<file path="src/rtl/mem_arb_pkg.sv">
// Shared types and constants for the unified memory-port arbiter.
package mem_arb_pkg;

  typedef enum logic [1:0] {
    IDLE   = 2'd0,
    ACCESS = 2'd1,
    RESP   = 2'd2
  } state_e;

  localparam logic OWN_IF = 1'b0;
  localparam logic OWN_DM = 1'b1;

  localparam int CNT_W = 4;

endpackage

</file>
<file path="src/rtl/mem_port_arbiter_if.sv">
// Bundle of fetch port, load/store port and unified-memory signals around the arbiter.
interface mem_port_arbiter_if #(
  parameter int AW = 32,
  parameter int DW = 32
);

  logic          if_req_i;
  logic [AW-1:0] if_addr_i;
  logic          if_ack_o;
  logic [DW-1:0] if_rdata_o;

  logic          dm_req_i;
  logic          dm_we_i;
  logic [AW-1:0] dm_addr_i;
  logic [DW-1:0] dm_wdata_i;
  logic          dm_ack_o;
  logic [DW-1:0] dm_rdata_o;

  logic          mem_en_o;
  logic          mem_we_o;
  logic [AW-1:0] mem_addr_o;
  logic [DW-1:0] mem_wdata_o;
  logic [DW-1:0] mem_rdata_i;

  logic          busy_o;

  // Arbiter side.
  modport slave (
    input  if_req_i, if_addr_i,
    input  dm_req_i, dm_we_i, dm_addr_i, dm_wdata_i,
    input  mem_rdata_i,
    output if_ack_o, if_rdata_o,
    output dm_ack_o, dm_rdata_o,
    output mem_en_o, mem_we_o, mem_addr_o, mem_wdata_o,
    output busy_o
  );

  // CPU ports plus memory model side.
  modport master (
    output if_req_i, if_addr_i,
    output dm_req_i, dm_we_i, dm_addr_i, dm_wdata_i,
    output mem_rdata_i,
    input  if_ack_o, if_rdata_o,
    input  dm_ack_o, dm_rdata_o,
    input  mem_en_o, mem_we_o, mem_addr_o, mem_wdata_o,
    input  busy_o
  );

endinterface

</file>
<file path="src/rtl/mem_arb_pick.sv">
// Combinational grant selection between fetch (IF) and load/store (DM) requests.
// MEM_ARB_RR_EN selects round-robin on a tie; otherwise DM always beats IF.
module mem_arb_pick
  import mem_arb_pkg::*;
(
  input  logic if_req,
  input  logic dm_req,
  input  logic last_owner,
  output logic grant_valid,
  output logic grant_owner
);

  assign grant_valid = if_req | dm_req;

`ifdef MEM_ARB_RR_EN
  // On a tie the port that did not own the previous transaction goes next.
  always_comb begin
    if (if_req && dm_req) begin
      grant_owner = (last_owner == OWN_DM) ? OWN_IF : OWN_DM;
    end else begin
      grant_owner = dm_req ? OWN_DM : OWN_IF;
    end
  end
`else
  logic unused_last_owner;
  assign unused_last_owner = last_owner;

  assign grant_owner = dm_req ? OWN_DM : OWN_IF;
`endif

endmodule

</file>
<file path="src/rtl/mem_port_arbiter.sv">
// Shares one single-port memory between CPU fetch and load/store ports.
// Define MEM_ARB_RR_EN for round-robin arbitration instead of fixed DM-over-IF priority.
module mem_port_arbiter
  import mem_arb_pkg::*;
#(
  parameter int MEM_LAT = 2,
  parameter int AW      = 32,
  parameter int DW      = 32
) (
  input logic               clk_i,
  input logic               rst_i,
  mem_port_arbiter_if.slave bus
);

  localparam logic [CNT_W-1:0] CNT_INIT = CNT_W'(MEM_LAT - 1);

  state_e           state_q, state_d;
  logic [CNT_W-1:0] cnt_q, cnt_d;
  logic             owner_q, owner_d;
  logic [AW-1:0]    addr_q, addr_d;
  logic             we_q, we_d;
  logic [DW-1:0]    wdata_q, wdata_d;
  logic [DW-1:0]    if_rdata_q, if_rdata_d;
  logic [DW-1:0]    dm_rdata_q, dm_rdata_d;
  logic             if_ack_q, if_ack_d;
  logic             dm_ack_q, dm_ack_d;
  logic             mem_en_q, mem_en_d;
  logic             mem_we_q, mem_we_d;
  logic             busy_q, busy_d;

  logic             grant_valid;
  logic             grant_owner;
  logic             pick_last_owner;

`ifdef MEM_ARB_RR_EN
  logic             last_owner_q, last_owner_d;
  assign pick_last_owner = last_owner_q;
`else
  assign pick_last_owner = OWN_IF;
`endif

  mem_arb_pick u_pick (
    .if_req      (bus.if_req_i),
    .dm_req      (bus.dm_req_i),
    .last_owner  (pick_last_owner),
    .grant_valid (grant_valid),
    .grant_owner (grant_owner)
  );

  // Strobes and acks are computed for the next state so every output comes straight from a flop.
  always_comb begin
    state_d    = state_q;
    cnt_d      = cnt_q;
    owner_d    = owner_q;
    addr_d     = addr_q;
    we_d       = we_q;
    wdata_d    = wdata_q;
    if_rdata_d = if_rdata_q;
    dm_rdata_d = dm_rdata_q;
    if_ack_d   = 1'b0;
    dm_ack_d   = 1'b0;
    mem_en_d   = 1'b0;
    mem_we_d   = 1'b0;
`ifdef MEM_ARB_RR_EN
    last_owner_d = last_owner_q;
`endif

    case (state_q)
      IDLE: begin
        if (grant_valid) begin
          owner_d  = grant_owner;
          cnt_d    = CNT_INIT;
          state_d  = ACCESS;
          mem_en_d = 1'b1;
          if (grant_owner == OWN_DM) begin
            addr_d  = bus.dm_addr_i;
            we_d    = bus.dm_we_i;
            wdata_d = bus.dm_wdata_i;
          end else begin
            addr_d  = bus.if_addr_i;
            we_d    = 1'b0;
            wdata_d = '0;
          end
          mem_we_d = we_d;
`ifdef MEM_ARB_RR_EN
          last_owner_d = grant_owner;
`endif
        end
      end

      ACCESS: begin
        if (cnt_q == '0) begin
          state_d = RESP;
          if (owner_q == OWN_DM) begin
            dm_ack_d = 1'b1;
            if (!we_q) begin
              dm_rdata_d = bus.mem_rdata_i;
            end
          end else begin
            if_ack_d   = 1'b1;
            if_rdata_d = bus.mem_rdata_i;
          end
        end else begin
          cnt_d    = cnt_q - CNT_W'(1);
          mem_en_d = 1'b1;
          mem_we_d = we_q;
        end
      end

      RESP: begin
        state_d = IDLE;
      end

      default: begin
        state_d = IDLE;
      end
    endcase

    busy_d = (state_d != IDLE);
  end

  always_ff @(posedge clk_i or negedge rst_i) begin
    if (!rst_i) begin
      state_q    <= IDLE;
      cnt_q      <= '0;
      owner_q    <= OWN_DM;
      addr_q     <= '0;
      we_q       <= 1'b0;
      wdata_q    <= '0;
      if_rdata_q <= '0;
      dm_rdata_q <= '0;
      if_ack_q   <= 1'b0;
      dm_ack_q   <= 1'b0;
      mem_en_q   <= 1'b0;
      mem_we_q   <= 1'b0;
      busy_q     <= 1'b0;
    end else begin
      state_q    <= state_d;
      cnt_q      <= cnt_d;
      owner_q    <= owner_d;
      addr_q     <= addr_d;
      we_q       <= we_d;
      wdata_q    <= wdata_d;
      if_rdata_q <= if_rdata_d;
      dm_rdata_q <= dm_rdata_d;
      if_ack_q   <= if_ack_d;
      dm_ack_q   <= dm_ack_d;
      mem_en_q   <= mem_en_d;
      mem_we_q   <= mem_we_d;
      busy_q     <= busy_d;
    end
  end

`ifdef MEM_ARB_RR_EN
  // Reset to IF so that DM wins the very first tie.
  always_ff @(posedge clk_i or negedge rst_i) begin
    if (!rst_i) begin
      last_owner_q <= OWN_IF;
    end else begin
      last_owner_q <= last_owner_d;
    end
  end
`endif

  assign bus.if_ack_o    = if_ack_q;
  assign bus.if_rdata_o  = if_rdata_q;
  assign bus.dm_ack_o    = dm_ack_q;
  assign bus.dm_rdata_o  = dm_rdata_q;
  assign bus.mem_en_o    = mem_en_q;
  assign bus.mem_we_o    = mem_we_q;
  assign bus.mem_addr_o  = addr_q;
  assign bus.mem_wdata_o = wdata_q;
  assign bus.busy_o      = busy_q;

endmodule

</file>
<file path="src/flat_wrapper.sv">
// flat-port wrapper written by rule: the top's interface ports become plain ports
module mem_port_arbiter_flat import mem_arb_pkg::*;
#(
  parameter int MEM_LAT = 2,
  parameter int AW      = 32,
  parameter int DW      = 32
)
  (clk_i, rst_i, bus_if_req_i, bus_if_addr_i, bus_dm_req_i, bus_dm_we_i, bus_dm_addr_i, bus_dm_wdata_i, bus_mem_rdata_i, bus_if_ack_o, bus_if_rdata_o, bus_dm_ack_o, bus_dm_rdata_o, bus_mem_en_o, bus_mem_we_o, bus_mem_addr_o, bus_mem_wdata_o, bus_busy_o);
  mem_port_arbiter_if #(.AW(AW), .DW(DW)) bus_i ();
  input logic clk_i;
  input logic rst_i;
  input wire logic [$bits(bus_i.if_req_i)-1:0] bus_if_req_i;
  input wire logic [$bits(bus_i.if_addr_i)-1:0] bus_if_addr_i;
  input wire logic [$bits(bus_i.dm_req_i)-1:0] bus_dm_req_i;
  input wire logic [$bits(bus_i.dm_we_i)-1:0] bus_dm_we_i;
  input wire logic [$bits(bus_i.dm_addr_i)-1:0] bus_dm_addr_i;
  input wire logic [$bits(bus_i.dm_wdata_i)-1:0] bus_dm_wdata_i;
  input wire logic [$bits(bus_i.mem_rdata_i)-1:0] bus_mem_rdata_i;
  output wire logic [$bits(bus_i.if_ack_o)-1:0] bus_if_ack_o;
  output wire logic [$bits(bus_i.if_rdata_o)-1:0] bus_if_rdata_o;
  output wire logic [$bits(bus_i.dm_ack_o)-1:0] bus_dm_ack_o;
  output wire logic [$bits(bus_i.dm_rdata_o)-1:0] bus_dm_rdata_o;
  output wire logic [$bits(bus_i.mem_en_o)-1:0] bus_mem_en_o;
  output wire logic [$bits(bus_i.mem_we_o)-1:0] bus_mem_we_o;
  output wire logic [$bits(bus_i.mem_addr_o)-1:0] bus_mem_addr_o;
  output wire logic [$bits(bus_i.mem_wdata_o)-1:0] bus_mem_wdata_o;
  output wire logic [$bits(bus_i.busy_o)-1:0] bus_busy_o;
  assign bus_i.if_req_i = bus_if_req_i;
  assign bus_i.if_addr_i = bus_if_addr_i;
  assign bus_i.dm_req_i = bus_dm_req_i;
  assign bus_i.dm_we_i = bus_dm_we_i;
  assign bus_i.dm_addr_i = bus_dm_addr_i;
  assign bus_i.dm_wdata_i = bus_dm_wdata_i;
  assign bus_i.mem_rdata_i = bus_mem_rdata_i;
  assign bus_if_ack_o = bus_i.if_ack_o;
  assign bus_if_rdata_o = bus_i.if_rdata_o;
  assign bus_dm_ack_o = bus_i.dm_ack_o;
  assign bus_dm_rdata_o = bus_i.dm_rdata_o;
  assign bus_mem_en_o = bus_i.mem_en_o;
  assign bus_mem_we_o = bus_i.mem_we_o;
  assign bus_mem_addr_o = bus_i.mem_addr_o;
  assign bus_mem_wdata_o = bus_i.mem_wdata_o;
  assign bus_busy_o = bus_i.busy_o;
  mem_port_arbiter #(.MEM_LAT(MEM_LAT), .AW(AW), .DW(DW)) u_core (.clk_i(clk_i), .rst_i(rst_i), .bus(bus_i));
endmodule
</file>
<file path="config.mk">
export PLATFORM = sky130hd
export DESIGN_NAME = mem_port_arbiter_flat
export DESIGN_NICKNAME = d
export VERILOG_FILES = /design/src/rtl/mem_arb_pkg.sv /design/src/rtl/mem_port_arbiter_if.sv /design/src/rtl/mem_arb_pick.sv /design/src/rtl/mem_port_arbiter.sv /design/src/flat_wrapper.sv
export SDC_FILE = /design/constraint.sdc
export NUM_CORES = 1
export LEC_CHECK = 0
export CAP_MARGIN = 5
export CORE_MARGIN = 3
export CORE_UTILIZATION = 36
export DETAILED_ROUTE_END_ITERATION = 12
export PLACE_DENSITY_LB_ADDON = 0.3
export SETUP_SLACK_MARGIN = 0.15
export SYNTH_ARGS = -nofsm -noshare
export SYNTH_HDL_FRONTEND = slang
export SYNTH_SLANG_ARGS = --single-unit
</file>
<file path="constraint.sdc">
create_clock -name clk_i -period 2.6 [get_ports clk_i]
set_clock_uncertainty 0.15 [all_clocks]
set_input_delay 0.78 -clock clk_i [delete_from_list [all_inputs] [get_ports clk_i]]
set_output_delay 0.78 -clock clk_i [all_outputs]
set_load 0.02 [all_outputs]
</file>
==> flow_summary.toml <==
[run_status]
status = "complete, no violations"

[timing]
worst_slew_pin_slew_ps = 457.6
layout_setup_ws_ps = 234.5
fin_crit_ps = 2366
rsz0062_at_grt = "no"
hold_viol = 0
max_freq_mhz = 422.7
fin_crit_sh_pct = 90.98
fin_tns_setup_ps = 0
slew_headroom_pct = 69.50
setup_violations = 0
slew_violations = 0

[route]
drt_first_pass_iters = 5
wl_met1_um = 6486
drtIter0Drc = 151
drt-vias-per-instance = 4.868
vias = 4342
wl_um = 15150
drtAntennaViolNets = 0
dr_wl_met2_um = 7255
dr_wl_met3_um = 1195
drc = 0
top_layer = "met4"
routedWlPerCell_um = 16.98

[clocking]
ctsLongestPathBuffers = 2
root_buffer = "clkbuf_16"
clkTransAtPathRegs_ps = 60
clock-sinks = 141
htree_levels = 4
cts_tree = "built"
numCtsBuffers = 17
clock_latency_ps = 410

[floorplanning]
die_h_um = 132.6
io_pins = 266
initial_core_util_pct = 37.37
die_w_um = 132.6
num_rows = 45
die_area_um2 = 17570
core_um2 = 15430

[synth]
synth_top_area_share_pct = 60.76
muxShareOfSynthArea_pct = 20.18
synth_commonest_cells = "dfrtp_1, a21oi_1, a22o_1, mux2_2, mux2i_1"
synth_most_common_cell = "dfrtp_1"
synth_area_um2 = 5766
async_flop_share_pct = 100.0
yosys.area_share.adder_pct = 0.2170
synth_simple_gate_area_share_pct = 1.888
seq_area_frac_synth_pct = 61.22
avgSynthCellArea_um2 = 14.31
ys_ff_latch = 141
synth_largest_area_cell = "dfrtp_1"
synth_ff_type = "dfrtp_1"
yosys-top-cells-area = "dfrtp_1, mux2_4, mux2_2, mux2i_1, a22o_1"
synth_cell_type_count = 34
synth_xor_xnor_area_share_pct = 0
synth_edf_count = 0
synth-compound-area-share_pct = 12.70
synth_top_family_by_area = "multiplexers"
yosys_warnings = 0
syn_inst = 403
syn_nets = 537

[setup_path]
crit_path_top_delay_cell = "clkdlybuf4s50_1"
path_buf_inv = 1
cp.arrival_ps = 1440
crit_fanout = 2
crit_chain = "clkdlybuf4s50_1"
slowest_delay_ps = 640
cp-start-kind = "register"
worstSetupPathType = "reg2out"
required_ps = 1670
critPathTopFamily = "buffers and inverters"
worst_setup_path_end_kind = "output pin"

[place]
gp_congestion = 0.7789
placed_cells = 859
dp_hpwl_um = 11050
post-place-ws_ps = 184.4
portBuffers = 265

[layout]
final_cells = 892
syn_to_final_growth_pct = 60.53
fin_nets = 802
utilization_pct = 59.99
diodes = 0
drive_above_1_share_pct = 17.18

[pwr]
p_leak_nw = 4.044
power_mw = 11.85
power.density_nw_per_um2 = 1280
peakVddDrop_mv = 0.5452

[global_routing]
grt_pass1_vias = 4570
overflow = 0
grt_pass1_wl_um = 24540
grt_antenna_before_repair = 0
grt_max_degree = 54
grt_usage_pct = 17.62

[run]
maxCapViolCount = 0

[worst_hold_path]
hold_class = "in2async"
timing repair:
item | CTS | global route
buffers inserted | 0 | 0
endpoints found under the setup margin | 0 | 32
hold buffers | 0 | 0
gates resized for setup | 0 | 2
where the power goes:
| part | internal [mW] | leakage, nW | switching, mW |
|---|---|---|---|
| Combinational | 3.02 | 2.10 | 2.65 |
| Sequential | 3.25 | 1.67 | 0.628 |
| Clock | 1.37 | 0.275 | 0.928 |
| Total | 7.64 | 4.04 | 4.20 |
sequential cells by signal (all words and copies together) (netlist names), 2 cells and up:
register                cells
u_core.bus.dm_rdata_o      32
u_core.bus.if_rdata_o      32
u_core.bus.mem_addr_o      32
u_core.bus.mem_wdata_o     32
u_core.cnt_q                4
u_core.state_q              2
layout make-up:
class / count / area, um2
flip-flops and latches: 141 / 3530
repair buffers: 279 / 2846
clock inverters: 13 / 116.4
inverters: 4 / 15.01
clock buffers: 19 / 452.9
multi-input cells: 225 / 2031
fillers: 1249 / 6172
well taps: 211 / 264.0
cell families (layout without fill, tap and decap cells):
group           after synthesis  in the layout
compound gates              108            108
flops                       141            141
fa+ha+maj                     1              1
mux                          97             97
simple gates                 19             19
buf+inv                      37            315
layout by cell type, fill, tap and decap left out, types with 2 or more instances in the layout:
master and count:
buf_12 6, nor3_1 2, nor2_1 2, clkdlybuf4s50_1 263, mux2_2 34, a22o_1 34, a31oi_1 32, clkbuf_8 2
a311oi_1 2, a21oi_1 34, clkinv_4 4, inv_1 4, dfrtp_1 140, and2_1 2, mux2i_1 33, clkinvlp_4 3
clkbuf_16 18, buf_4 7, clkinv_2 4, nand2b_1 2, mux2_4 30, nand2_1 2
per-stage QoR:
stage / instance area [um2] / hold WS, ps
2_1_floorplan: 5766 / 315.8
3_3_place_gp: 8656 / 334.0
3_5_place_dp: 8656 / 339.5
4_1_cts: 9225 / 132.2
5_1_grt: 9255 / 144.5
6_report: 9255 / 130.4
path summary, 6_finish.rpt:
kind	start	end	slack [ps]	depth (start not counted)
max in group asynchronous	rst_i	u_core.bus.mem_addr_o[4]	1530	2
min in group clk_i	u_core.bus.if_rdata_o[26]	u_core.bus.if_rdata_o[26]	350	1
hold / removal	rst_i	u_core.bus.dm_rdata_o[9]	130	1
setup / recovery	u_core.bus.mem_addr_o[25]	bus_mem_addr_o[25]	230	1
hold reg to reg	u_core.bus.if_rdata_o[26]	u_core.bus.if_rdata_o[26]	350	1
setup reg to reg	u_core.cnt_q[0]	u_core.bus.dm_rdata_o[23]	390	6
routing by layer:
layer / up-vias / global-route usage (%)
li1: 2030 / -
met1: 2099 / 22.69
met2: 196 / 27.48
met3: 17 / 6.502
met4: 0 / 6.236
met5: - / 0
No activity file was read; power rests on OpenSTA's default activity.
